<file path="src/rtl/pc_seq_if.sv">
// pc_seq_if: control/fetch bundle between the control unit, branch comparator,
// instruction memory and the program-counter sequencer.
//   master : control side (drives stall/branch/jump/halt/resume, observes PC)
//   slave  : pc_sequencer side (observes requests, drives pc_out/pc_plus4,
//            fetch_valid, seq_state, trap)
interface pc_seq_if #(
  parameter int WIDTH = 32
);
  logic             stall;
  logic             branch_taken;
  logic [WIDTH-1:0] branch_target;
  logic             jump;
  logic [WIDTH-1:0] jump_target;
  logic             halt;
  logic             resume;
  logic [WIDTH-1:0] pc_out;
  logic [WIDTH-1:0] pc_plus4;
  logic             fetch_valid;
  logic [1:0]       seq_state;
  logic             trap;

  modport master (
    output stall, branch_taken, branch_target, jump, jump_target, halt, resume,
    input  pc_out, pc_plus4, fetch_valid, seq_state, trap
  );

  modport slave (
    input  stall, branch_taken, branch_target, jump, jump_target, halt, resume,
    output pc_out, pc_plus4, fetch_valid, seq_state, trap
  );
endinterface

</file>
<file path="src/rtl/pc_sequencer.sv">
// pc_sequencer: owns the program counter and picks the next fetch address:
// sequential +4, jump/branch redirect (followed by FLUSH_CYCLES bubbles),
// stall hold, halt/resume.
// Ports:
//   clk    rising-edge clock
//   reset  asynchronous active-low reset
//   bus    pc_seq_if.slave (requests in; pc_out, pc_plus4, fetch_valid,
//          seq_state, trap out)
// Build option: define PC_SEQ_ALIGN_TRAP_EN to trap on a misaligned redirect
// target (pc <= TRAP_VECTOR, one TRAP cycle). Without it the low two target
// bits are cleared and trap is tied low.
//
// state | meaning
// RUN   | fetching; pc advances by 4 unless held or redirected
// FLUSH | bubbles after a redirect; pc held, requests ignored
// HALT  | fetch stopped until resume
// TRAP  | one-cycle misaligned-target trap (alignment-trap build only)
module pc_sequencer #(
  parameter int               WIDTH        = 32,
  parameter logic [WIDTH-1:0] RESET_VECTOR = '0,
  parameter int               FLUSH_CYCLES = 1,
  parameter logic [WIDTH-1:0] TRAP_VECTOR  = WIDTH'(32'h0000_0100)
) (
  input logic     clk,
  input logic     reset,
  pc_seq_if.slave bus
);

  typedef enum logic [1:0] {
    RUN   = 2'd0,
    FLUSH = 2'd1,
    HALT  = 2'd2,
    TRAP  = 2'd3
  } state_e;

  localparam logic [2:0]       FLUSH_INIT = 3'(FLUSH_CYCLES);
  localparam logic [WIDTH-1:0] ALIGN_MASK = ~WIDTH'(3);

  state_e           state_q, state_d;
  logic [WIDTH-1:0] pc_q, pc_d;
  logic [2:0]       cnt_q, cnt_d;
  logic [WIDTH-1:0] redirect_tgt;

  always_ff @(posedge clk or negedge reset) begin
    if (!reset) begin
      state_q <= RUN;
      pc_q    <= RESET_VECTOR;
      cnt_q   <= 3'd0;
    end else begin
      state_q <= state_d;
      pc_q    <= pc_d;
      cnt_q   <= cnt_d;
    end
  end

  // jump wins over a simultaneous taken branch
  assign redirect_tgt = bus.jump ? bus.jump_target : bus.branch_target;

  always_comb begin
    state_d = state_q;
    pc_d    = pc_q;
    cnt_d   = cnt_q;
    unique case (state_q)
      RUN: begin
        if (bus.halt) begin
          state_d = HALT;
        end else if (bus.jump || bus.branch_taken) begin
          pc_d = redirect_tgt & ALIGN_MASK;
          if (FLUSH_INIT == 3'd0) begin
            state_d = RUN;
          end else begin
            state_d = FLUSH;
            cnt_d   = FLUSH_INIT;
          end
`ifdef PC_SEQ_ALIGN_TRAP_EN
          if (redirect_tgt[1:0] != 2'b00) begin
            pc_d    = TRAP_VECTOR;
            state_d = TRAP;
            cnt_d   = 3'd0;
          end
`endif
        end else if (!bus.stall) begin
          pc_d = pc_q + WIDTH'(4);
        end
      end
      FLUSH: begin
        if (cnt_q <= 3'd1) begin
          state_d = RUN;
          cnt_d   = 3'd0;
        end else begin
          cnt_d = cnt_q - 3'd1;
        end
      end
      HALT: begin
        if (bus.resume) state_d = RUN;
      end
      TRAP: begin
        // pc already holds TRAP_VECTOR; restating it keeps the hold explicit
        pc_d    = TRAP_VECTOR;
        state_d = RUN;
      end
      default: state_d = RUN;
    endcase
  end

  assign bus.pc_out      = pc_q;
  assign bus.pc_plus4    = pc_q + WIDTH'(4);
  assign bus.fetch_valid = (state_q == RUN) && !bus.stall;
  assign bus.seq_state   = state_q;
`ifdef PC_SEQ_ALIGN_TRAP_EN
  assign bus.trap        = (state_q == TRAP);
`else
  assign bus.trap        = 1'b0;
`endif

endmodule

</file>
<file path="src/flat_wrapper.sv">
// flat-port wrapper written by rule: the top's interface ports become plain ports
module pc_sequencer_flat 
#(
  parameter int               WIDTH        = 32,
  parameter logic [WIDTH-1:0] RESET_VECTOR = '0,
  parameter int               FLUSH_CYCLES = 1,
  parameter logic [WIDTH-1:0] TRAP_VECTOR  = WIDTH'(32'h0000_0100)
)
  (clk, reset, bus_stall, bus_branch_taken, bus_branch_target, bus_jump, bus_jump_target, bus_halt, bus_resume, bus_pc_out, bus_pc_plus4, bus_fetch_valid, bus_seq_state, bus_trap);
  pc_seq_if #(.WIDTH(WIDTH)) bus_i ();
  input logic clk;
  input logic reset;
  input wire logic [$bits(bus_i.stall)-1:0] bus_stall;
  input wire logic [$bits(bus_i.branch_taken)-1:0] bus_branch_taken;
  input wire logic [$bits(bus_i.branch_target)-1:0] bus_branch_target;
  input wire logic [$bits(bus_i.jump)-1:0] bus_jump;
  input wire logic [$bits(bus_i.jump_target)-1:0] bus_jump_target;
  input wire logic [$bits(bus_i.halt)-1:0] bus_halt;
  input wire logic [$bits(bus_i.resume)-1:0] bus_resume;
  output wire logic [$bits(bus_i.pc_out)-1:0] bus_pc_out;
  output wire logic [$bits(bus_i.pc_plus4)-1:0] bus_pc_plus4;
  output wire logic [$bits(bus_i.fetch_valid)-1:0] bus_fetch_valid;
  output wire logic [$bits(bus_i.seq_state)-1:0] bus_seq_state;
  output wire logic [$bits(bus_i.trap)-1:0] bus_trap;
  assign bus_i.stall = bus_stall;
  assign bus_i.branch_taken = bus_branch_taken;
  assign bus_i.branch_target = bus_branch_target;
  assign bus_i.jump = bus_jump;
  assign bus_i.jump_target = bus_jump_target;
  assign bus_i.halt = bus_halt;
  assign bus_i.resume = bus_resume;
  assign bus_pc_out = bus_i.pc_out;
  assign bus_pc_plus4 = bus_i.pc_plus4;
  assign bus_fetch_valid = bus_i.fetch_valid;
  assign bus_seq_state = bus_i.seq_state;
  assign bus_trap = bus_i.trap;
  pc_sequencer #(.WIDTH(WIDTH), .RESET_VECTOR(RESET_VECTOR), .FLUSH_CYCLES(FLUSH_CYCLES), .TRAP_VECTOR(TRAP_VECTOR)) u_core (.clk(clk), .reset(reset), .bus(bus_i));
endmodule
</file>
<file path="config.mk">
export PLATFORM = sky130hd
export DESIGN_NAME = pc_sequencer_flat
export DESIGN_NICKNAME = d
export VERILOG_FILES = /design/src/rtl/pc_seq_if.sv /design/src/rtl/pc_sequencer.sv /design/src/flat_wrapper.sv
export SDC_FILE = /design/constraint.sdc
export NUM_CORES = 1
export LEC_CHECK = 0
export BUFFER_PORTS_ARGS = -buffer_cell sky130_fd_sc_hd__buf_2
export CAP_MARGIN = 0
export CORE_MARGIN = 8
export CORE_UTILIZATION = 50
export CTS_CLUSTER_DIAMETER = 50
export DETAILED_ROUTE_END_ITERATION = 8
export PLACE_DENSITY_LB_ADDON = 0.1
export SYNTH_ARGS = -nofsm -noshare
export SYNTH_HDL_FRONTEND = slang
export SYNTH_SLANG_ARGS = --single-unit
export TNS_END_PERCENT = 30
</file>
<file path="constraint.sdc">
create_clock -name clk -period 4.58 [get_ports clk]
set_clock_uncertainty 0.1 [all_clocks]
set_input_delay 0.916 -clock clk [delete_from_list [all_inputs] [get_ports clk]]
set_output_delay 0.916 -clock clk [all_outputs]
set_load 0.05 [all_outputs]
</file>
Word-level counts from Yosys, hierarchy flattened
Index checks and enable logic that the tools add are counted.
{"block": "word_totals", "regBits": 37, "in_bits": 71, "output_inout_bits": 68, "elab_cells": 38}
{"block": "classes", "add_sub_neg": 2, "order_cmp": 1, "eq_ne": 9, "mux": 14, "reduce_logical": 9}
{"op": "$mux 32", "count": 4}
{"op": "$pmux 32 s2", "count": 1}
{"op": "$add 32x3->32 const B", "count": 1}
{"op": "$mux 3", "count": 3}
{"op": "$reduce_and 3->1", "count": 3}
{"op": "$mux 2", "count": 4}
{"op": "$pmux 2 s4", "count": 1}
{"op": "$ne 3x2->1 const B", "count": 2}
{"op": "$pmux 3 s2", "count": 1}
{"op": "$eq 2x2->1 const B", "count": 2}
{"op": "$ne 2x1->1 const B", "count": 2}
{"op": "$ne 2x2->1 const B", "count": 2}
{"op": "$reduce_bool 2->1", "count": 2}
{"op": "$le 3x1->1 const B", "count": 1}
{"op": "$sub 3x1->3 const B", "count": 1}
{"op": "$eq 2x1->1 const B", "count": 1}
{"op": "$logic_not 2->1", "count": 1}
{"op": "$logic_and 1x1->1", "count": 1}
{"op": "$logic_not 1->1", "count": 1}
{"op": "$logic_or 1x1->1", "count": 1}

Logic depth before layout (Yosys ltp)
{"block": "depth", "depth_word": 5, "mapped_depth": 8}

Worst setup path before layout
No wires, ideal clock.
{"block": "synth_path", "path_type": "register to output", "start": "register u_core.pc_q[2] (netlist: u_core.bus.pc_out[2])", "end": "output port bus_pc_plus4[28]", "t_arrival_ns": 2.747, "t_required_ns": 3.564, "path_slack_ns": 0.817, "path_stages_with_launch": 7, "path_cell_list": "dfrtp_1 ha_1 and3_1 buf_4 nand3_4 or4_4 xnor2_1"}
{"block": "synth_via", "elab_chain_cells": 1}
{"item": "from (decl)", "line": "pc_sequencer.sv:40", "rtl": "logic [WIDTH-1:0] pc_q, pc_d;"}
{"item": "from (signal assigned)", "line": "pc_sequencer.sv:51", "rtl": "pc_q <= pc_d;"}
{"item": "$add 32x3->32", "line": "pc_sequencer.sv:107", "rtl": "assign bus.pc_plus4 = pc_q + WIDTH'(4);"}
{"item": "to (decl)", "line": "flat_wrapper.sv:21", "rtl": "output wire logic [$bits(bus_i.pc_plus4)-1:0] bus_pc_plus4;"}
No other way between the ends.

Worst setup path in the final report
{"block": "layout_path", "start": "register u_core.pc_q[3] (netlist: u_core.bus.pc_out[3])", "end": "output port bus_pc_plus4[28]"}
The elaborated chain is that of the path after synthesis.

==> metrics.md <==
| Metric | Value |
|---|---|
| Top post-synthesis cells by count | dfrtp_1, o21ai_0, nand2_1, nor2_1, inv_1 |
| Critical-path maximum fanout | 5 |
| Die H | 92.3 um |
| Crit path max-delay family | simple AND/OR/NAND/NOR gates |
| Clock Sinks | 35 |
| Hold WS | 0.435 ns |
| Port Buf Inserts | 129 |
| Layout cells sized above 1 | 32.1% |
| Mean Syn Cell Area | 8.17 um^2 |
| Final worst path period need | 3.53 ns |
| Max VDD drop | 515 uV |
| Req. time, crit path | 3.56 ns |
| Reg2reg start | u_core.bus.seq_state[0] |
| Hold Path Depth | 1 |
| Max-Cap Viols | 0 |
| Area occupied by multi-input gates | 0.00183 mm^2 |
| Status | completed |
| DR vias | 3242 |
| CTS tree | built |
| First-pass GRT wire length | 16300 um |
| Yosys reg bits | 35 |
| Final Core Density | 64.8% |
| Hold wc startpoint | u_core.cnt_q[2] |
| Register area | 876 um^2 |
| Switching Share | 64.0% |
| Post-synth ARST share | 100% |
| Clock Latency Late Sink | 0.29 ns |
| Setup CP Type | flop to output pin |
| CP Launch Type | flop |
| Crit share post-route | 77.0% |
| Post-DRT Antenna Nets | 0 |
| Peak Freq | 0.283 GHz |
| Clock Power Share | 6.9% |
| GRT Total Usage | 23.3% |
| Mapped Cells | 356 |
| Vias per inst | 5.98 |
| Hold_buf cts | 0 |
| Total CTS buffers | 5 |
| Post-DP HPWL | 7380 um |
| Die area | 0.00851 mm^2 |
| Routed len/inst | 18.3 um |
| Drt initial violations | 266 |
| Die X-Extent | 92.3 um |
| Hold Path Class | flop to flop |
| RSZ-0062 raised after global routing | false |
| Final setup violation count | 0 |
| Cell variety after synth | 60 |
| Post-CTS resize count | 0 |
| Net Sw Power | 1.95 mW |
| Post-synth EDFFs | 0 |
| Final #Nets | 549 |
| Root buf cell | clkbuf_8 |
| Initial Utilization | 52.2% |
| Seq pwr share | 23.5% |
| DP Area | 0.00354 mm^2 |
| Final weighted congestion in routability-driven placement | 0.909 |
| R2R Setup Slk | 1.86 ns |
| Pin count of the biggest net entering global routing | 37 |
| H-tree depth | 2 |
| Top-level port count | 139 |
| Crit end category | output pin |
| Post-CTS Setup Inserts | 0 |
| PwrDens | 844 mW/mm^2 |
| Max stage delay on crit path | 0.57 ns |
| Via count of the first global-routing pass | 3315 |
| Placement Rows | 27 |
| N_diodes | 0 |
| Clock slew at reported path FFs | 0.07 ns |
| Synth Flop Type | dfrtp_1 |
| Mapped cell area | 0.00291 mm^2 |
| TritonRoute pass-1 iters | 5 |
| Endpoint, Worst Hold | u_core.cnt_q[2] |
| Worst EP arrival | 2.51 ns |
| Setup tns final | 0 ns |
| Post-synth top area share | 30.1% |
| Post-synth top area cell | dfrtp_1 |
| FF-to-FF End | u_core.bus.pc_out[27] |
| Internal Power | 1.10 mW |
| Final WL | 9940 um |
| Critical path cell sequence | ha_1, and3_1, nand3_4, or4_4, xnor2_1, buf_2 |
| CP max stage cell | or4_4 |
| Fin. Hold Viols | 0 |
| Total grt overflow | 0 |
| Area Growth Syn to Fin | 24.3% |
| Buf/Inv on CP | 1 |
| Worst slew pin tran | 0.820 ns |
| Final Cell Area | 0.00361 mm^2 |
| Antenna violations before repair | 0 |
| Fillers | 532 |
| Maximum buffer depth of the clock tree | 2 |
| DRC | 0 |
| Crit. path cell count | 6 |
| Relative max-transition margin | 45.3% |
| Leak Pwr | 1.72 nW |
| Area contributors post-synth | dfrtp_1, xnor2_1, o21ai_0 |
| Max Slew Vio Count | 0 |
| Core area | 0.00557 mm^2 |
| Yosys warning count | 0 |
| R2R cell count | 6 |
| Sequential area share after synthesis | 30.1% |
| Combinational share of power | 69.6% |
| Top-count cell post-synth | dfrtp_1 |
[kinds of logic after synthesis]
family	synth area share (%)
AO/OA/AOI/OAI	27.2
XOR/XNOR	8.43
adder cells (fa/ha/maj)	3.01
buffers and inverters	7.53
flip-flops	30.1
multiplexers	1.03
other	0.129
AND/OR/NAND/NOR	22.5
[power by group through the flow]
stage / Clock [mW] / Sequential, mW / Combinational [mW]
finish: 0.210 / 0.717 / 2.12
global route: 0.225 / 0.746 / 2.26
global placement: 0 / 0.709 / 2.10
floorplan: 0 / 1.09 / 1.23
CTS: 0.211 / 0.710 / 2.13
detailed placement: 0 / 0.714 / 2.13
[sequential cells by signal, indices dropped and copies added, names as in the netlist]
name                  flops
u_core.bus.seq_state      2
u_core.bus.pc_out        30
u_core.cnt_q              3
[layout by cell type, fill, tap and decap left out, drive strengths merged, types with 6 or more instances in the layout]
master / n
a21oi: 20
a22o: 9
a22oi: 14
and3: 7
buf: 132
clkbuf: 6
dfrtp: 35
ha: 7
inv: 21
nand2: 26
nand3: 10
nand4: 14
nor2: 26
nor3: 7
o21ai: 33
o22ai: 7
xnor2: 17
xor2: 11
[cell type report]
class	instances	share of cell area (%)
Sequential cell	35	24.2
Inverter	21	2.18
Timing Repair Buffer	132	18.5
Multi-Input combinational cell	276	50.6
Clock buffer	6	2.01
Tap cell	72	2.49
[how the worst max path moves through the flow]
| stage | to | start |
|---|---|---|
| global route | bus_pc_plus4[30] | u_core.bus.pc_out[2] |
| finish | bus_pc_plus4[28] | u_core.bus.pc_out[3] |
| global placement | u_core.bus.pc_out[10] | bus_jump |
| floorplan | bus_pc_plus4[28] | u_core.bus.pc_out[2] |
| detailed placement | u_core.bus.pc_out[10] | bus_jump |
| CTS | bus_pc_plus4[28] | u_core.bus.pc_out[3] |
[per-layer routing]
| layer | wire (um) | track usage [%] |
|---|---|---|
| met5 | 0 | 0 |
| met4 | 82 | 4.83 |
| met3 | 793 | 6.44 |
| met2 | 4870 | 39.0 |
| met1 | 4200 | 29.2 |
[through the flow]
step	std cells	setup WS, ns	power (mW)
floorplan	360	0.817	2.32
global placement	536	1.33	2.81
detailed placement	536	1.27	2.84
CTS	542	1.05	3.05
global route	542	0.908	3.23
finish	542	1.05	3.05
Power figures use the tool's default switching activity.
